File: src/rtl/imm_ext_pkg.sv
// Shared constants for the immediate-extension unit: mode encodings and mode width.
package imm_ext_pkg;

    localparam int MODE_W = 2;

    localparam logic [MODE_W-1:0] EXT_ZERO   = 2'd0;
    localparam logic [MODE_W-1:0] EXT_SIGN   = 2'd1;
    localparam logic [MODE_W-1:0] EXT_UPPER  = 2'd2;
    localparam logic [MODE_W-1:0] EXT_BRANCH = 2'd3;

endpackage

File: src/rtl/imm_ext_core.sv
// Purely combinational immediate extender (zero / sign / upper / branch-offset).
// IMM_EXT_BRANCH_EN: when undefined, branch mode falls back to plain sign extension.
module imm_ext_core
    import imm_ext_pkg::*;
#(
    parameter int IN_W  = 16,
    parameter int OUT_W = 32
) (
    input  logic [IN_W-1:0]   immediate,
    input  logic [MODE_W-1:0] extMode,
    output logic [OUT_W-1:0]  extended
);

    logic [OUT_W-1:0] zeroExt;
    logic [OUT_W-1:0] signExt;
    logic [OUT_W-1:0] upperExt;

    assign zeroExt  = {{(OUT_W-IN_W){1'b0}}, immediate};
    assign signExt  = {{(OUT_W-IN_W){immediate[IN_W-1]}}, immediate};
    assign upperExt = {immediate, {(OUT_W-IN_W){1'b0}}};

`ifdef IMM_EXT_BRANCH_EN
    logic [OUT_W-1:0] branchExt;
    // Word-aligned offset: bits pushed past OUT_W are simply dropped.
    assign branchExt = signExt << 2;
`endif

    always_comb begin
        extended = zeroExt;
        case (extMode)
            EXT_ZERO:   extended = zeroExt;
            EXT_SIGN:   extended = signExt;
            EXT_UPPER:  extended = upperExt;
`ifdef IMM_EXT_BRANCH_EN
            EXT_BRANCH: extended = branchExt;
`else
            EXT_BRANCH: extended = signExt;
`endif
            default:    extended = zeroExt;
        endcase
    end

endmodule

File: src/rtl/imm_ext_pipe.sv
// Buffered immediate extender: valid/ready input, DEPTH-entry result FIFO, valid/ready output.
// Optional IMM_EXT_BRANCH_EN enables the shifted branch-offset mode in imm_ext_core.
module imm_ext_pipe
    import imm_ext_pkg::*;
#(
    parameter int IN_W  = 16,
    parameter int OUT_W = 32,
    parameter int DEPTH = 2
) (
    input  logic                       CLK,
    input  logic                       Reset_n,
    input  logic                       InValid,
    output logic                       InReady,
    input  logic [IN_W-1:0]            Immediate,
    input  logic [MODE_W-1:0]          ExtMode,
    output logic                       OutValid,
    input  logic                       OutReady,
    output logic [OUT_W-1:0]           ImExtend,
    output logic [$clog2(DEPTH+1)-1:0] Count
);

    // Handshake: a transfer happens on a rising edge where valid and ready are both high.
    // InReady is registered, so it never depends combinationally on OutReady.
    localparam int PTR_W = $clog2(DEPTH);
    localparam int CNT_W = $clog2(DEPTH+1);
    localparam logic [CNT_W-1:0] DEPTH_CNT = CNT_W'(DEPTH);

    logic [OUT_W-1:0] entries [DEPTH];
    logic [PTR_W-1:0] headPtr;
    logic [PTR_W-1:0] tailPtr;
    logic [CNT_W-1:0] countNext;
    logic [OUT_W-1:0] extResult;
    logic             pushEn;
    logic             popEn;

    imm_ext_core #(
        .IN_W  (IN_W),
        .OUT_W (OUT_W)
    ) u_core (
        .immediate (Immediate),
        .extMode   (ExtMode),
        .extended  (extResult)
    );

    assign OutValid = (Count != '0);
    assign ImExtend = OutValid ? entries[headPtr] : '0;
    assign pushEn   = InValid && InReady;
    assign popEn    = OutValid && OutReady;

    always_comb begin
        countNext = Count;
        if (pushEn && !popEn) begin
            countNext = Count + CNT_W'(1);
        end else if (popEn && !pushEn) begin
            countNext = Count - CNT_W'(1);
        end
    end

    // DEPTH is a power of two, so pointer overflow is the wrap to entry 0.
    always_ff @(posedge CLK or negedge Reset_n) begin
        if (!Reset_n) begin
            for (int i = 0; i < DEPTH; i++) begin
                entries[i] <= '0;
            end
            headPtr <= '0;
            tailPtr <= '0;
            Count   <= '0;
            InReady <= 1'b0;
        end else begin
            if (pushEn) begin
                entries[tailPtr] <= extResult;
                tailPtr          <= tailPtr + PTR_W'(1);
            end
            if (popEn) begin
                headPtr <= headPtr + PTR_W'(1);
            end
            Count   <= countNext;
            InReady <= (countNext < DEPTH_CNT);
        end
    end

endmodule

File: config.mk
export PLATFORM = sky130hd
export DESIGN_NAME = imm_ext_pipe
export DESIGN_NICKNAME = d
export VERILOG_FILES = /design/src/rtl/imm_ext_pkg.sv /design/src/rtl/imm_ext_core.sv /design/src/rtl/imm_ext_pipe.sv
export SDC_FILE = /design/constraint.sdc
export NUM_CORES = 1
export LEC_CHECK = 0
export ABC_AREA = 1
export CAP_MARGIN = 20
export CELL_PAD_IN_SITES_DETAIL_PLACEMENT = 0
export CELL_PAD_IN_SITES_GLOBAL_PLACEMENT = 1
export CORE_ASPECT_RATIO = 1.1
export CORE_MARGIN = 2
export CORE_UTILIZATION = 38
export CTS_CLUSTER_DIAMETER = 150
export DETAILED_ROUTE_END_ITERATION = 8
export MAX_ROUTING_LAYER = met4
export PLACE_DENSITY_LB_ADDON = 0.1
export SLEW_MARGIN = 25
export SYNTH_ARGS = -nofsm -noshare
export SYNTH_HDL_FRONTEND = slang
export SYNTH_SLANG_ARGS = --single-unit
File: constraint.sdc
create_clock -name CLK -period 1.5 [get_ports CLK]
set_input_delay 0.375 -clock CLK [delete_from_list [all_inputs] [get_ports CLK]]
set_output_delay 0.375 -clock CLK [all_outputs]
set_load 0.005 [all_outputs]
==> impl_metrics.py <==
metrics = {
    "setup_path": {
        "reg2reg_slack_ps": -160,
        "worstSetupPathType": "flip-flop to output pin",
        "crit_required_ps": 1120,
        "rr_endpoint": "InReady",
        "cp-end-kind": "output pin",
        "crit_path_max_fanout": 4,
        "reg2reg_depth": 13,
        "cp-start-kind": "flip-flop",
        "crit_arrival_ps": 1600,
    },
    "cts": {
        "cts_max_level": 3,
        "clkLatencyLatePin_ps": 340,
        "cts_tree": "done",
        "hold_buffers": 0,
        "cts_buffers": 9,
        "cts_buffer_depth": 2,
        "root_buffer": "clkbuf_8",
        "clk_pin_slew_ps": 80,
        "cts_num_sinks": 69,
    },
    "finish": {
        "num-nets-final": 557,
        "area_growth_pct": 44.78,
        "diodes": 0,
        "final_area_um2": 4741,
        "multiInputGateArea_um2": 1505,
        "regArea_um2": 1727,
        "nFillCells": 791,
        "final_layout_size_suffix_gt1_share_pct": 26.63,
    },
    "placement": {
        "port_buffers": 57,
        "pre_cts_slack_ps": -482.5,
        "dp_hpwl_um": 5987,
        "gp_congestion": 0.8451,
        "place_area_um2": 4202,
    },
    "sta": {
        "hold_violations": 0,
        "finalWorstSetupSlack_ps": -480.0,
        "min_period_ps": 1980,
        "period_share_pct": 132.0,
        "max_slew.worst_pin.slew_ps": 393.7,
        "hold_slack_ps": 21.45,
        "rsz0062_at_grt": "yes",
        "finClkSkew_ps": 11.34,
        "drv_slew": 0,
        "slew_headroom_pct": 73.75,
        "setup_violations": 36,
        "fmax_mhz": 505.1,
    },
    "drt": {
        "first_pass_iters": 5,
        "avgViaCountPerCell": 4.881,
        "vias": 3163,
        "drtIter0Drc": 196,
        "drc": 0,
        "wl_um": 9435,
        "ant_nets": 0,
        "routedWlPerCell_um": 14.56,
    },
    "yosys": {
        "post-synth-top-area-fraction_pct": 52.73,
        "synth_seq_area_share_pct": 52.73,
        "synth_top_cell_by_area": "dfrtp_1",
        "syn-cell-area_um2": 3274,
        "ys_ff_latch": 69,
        "avgSynthCellArea_um2": 7.562,
        "syn_nets": 458,
        "ys_types": 17,
        "yosysWarnings": 0,
        "post_synth_inst_count": 433,
        "synthTopCellsByArea": "dfrtp_1, nand2_1, o21ai_0",
    },
    "die": {
        "io_pins": 58,
        "start_util_pct": 39.15,
        "die_h_um": 101.4,
        "rows": 35,
        "die_w_um": 92.51,
        "dieArea_um2": 9376,
        "core_area_um2": 8364,
    },
    "global_routing": {
        "grt_antenna_before_repair": 0,
        "grt_usage_pct": 22.39,
        "grt-ovfl-total": 0,
        "grt_pass1_vias": 3174,
        "grt_max_degree": 70,
        "grt_pass1_wl_um": 15790,
    },
    "power": {
        "ir_drop_v": 0.001129,
        "powerDensity_nw_per_um2": 2150,
        "p_leak_nw": 2.471,
        "report.power.total_w": 0.01019,
    },
    "run_status": {
        "violations": "negative setup slack",
        "status": "complete, but fails checks",
    },
    "min_path": {
        "hold_class": "input pin to async pin",
    },
    "run": {
        "cap_violations": 0,
    },
}
-- layout make-up --
cell class / count / share of cell area (%)
repair buffers: 114 / 22.64
inverters: 14 / 1.214
multi-input cells: 324 / 31.75
clock buffers: 10 / 2.692
clock inverters: 6 / 2.349
well taps: 111 / 2.930
flip-flops and latches: 69 / 36.42
-- synthesized netlist by cell type, drive strengths merged --
cell and instances:
dfrtp 69, clkbuf 9, o21ai 68, nor2 65
nand2 167, xor2 1, buf 17, ha 3
inv 13, nand3 19, clkinv 1, a21oi 1
-- where the power goes --
group	switching [W]	leakage [nW]	internal [W]
combinational	0.00261	1.48	0.00265
sequential	0.000466	0.878	0.00265
clock	0.000721	0.116	0.00111
-- flip-flops by register name (all words and copies together) (netlist names), named ones only --
| signal | flops |
|---|---|
| entries | 64 |
| Count | 1 |
| InReady | 1 |
| headPtr | 1 |
| tailPtr | 1 |
-- cells in the final DEF (no fill, tap or decap), drive strengths merged --
cell type / netlist / layout
a21oi: 1 / 1
buf: 17 / 90
bufinv: 0 / 3
clkbuf: 9 / 10
clkdlybuf4s15: 0 / 2
clkdlybuf4s50: 0 / 20
clkinv: 1 / 3
clkinvlp: 0 / 1
dfrtp: 69 / 69
dlygate4sd2: 0 / 2
ha: 3 / 3
inv: 13 / 13
nand2: 167 / 167
nand3: 19 / 19
nor2: 65 / 65
o21ai: 68 / 68
xor2: 1 / 1
-- kinds of logic (layout without fill, tap and decap cells) --
family	Yosys count	count (layout)	synth area share [%]
flops	69	69	52.73
simple gates	251	251	29.88
fa+ha+maj	3	3	1.146
compound gates	69	69	10.55
xor+xnor	1	1	0.2675
buf+inv	40	144	5.426
-- per-stage QoR --
stage / std cells / util [%] / TNS (ps)
6_report: 648 / 56.68 / -14180
5_1_grt: 648 / 56.68 / -17280
4_1_cts: 645 / 55.93 / -14810
3_5_place_dp: 608 / 50.23 / -18460
3_3_place_gp: 608 / 50.23 / -17600
2_1_floorplan: 433 / - / -179.9
-- critical path, stage by stage (launching register included) --
cell           delay, ps
dfrtp_1              390
inv_2                 80
ha_4                 140
inv_4                 40
buf_6                120
buf_6                110
o21ai_1               70
nor2_1                50
dlygate4sd2_1        260
-- worst max path at each step --
stage,start,endpoint,slack (ps),cells past startpoint
4_1_cts,Count[0],ImExtend[22],-490,8
5_1_grt,flip-flop,ImExtend[18],-580,9
2_1_floorplan,Count[0],ImExtend[10],-9,6
3_5_place_dp,Count[0],ImExtend[5],-480,7
3_3_place_gp,Count[0],ImExtend[5],-450,7
6_report,flip-flop,ImExtend[22],-480,8
-- layer usage --
layer / GRT usage (%) / up-vias / share of wire [%]
met3: 3.274 / 20 / 4.5
li1: - / 1567 / -
met5: - / - / 0
met4: 8.955 / 0 / 2.5
met2: 36.44 / 82 / 48
met1: 28.30 / 1494 / 45
-- repair_timing --
item,CTS,global route
pin swaps,25,32
buffers inserted,18,5
cloned,3,0
endpoints found under the setup margin,39,37
gates resized for setup,215,16
(Power assumes the default switching activity.)
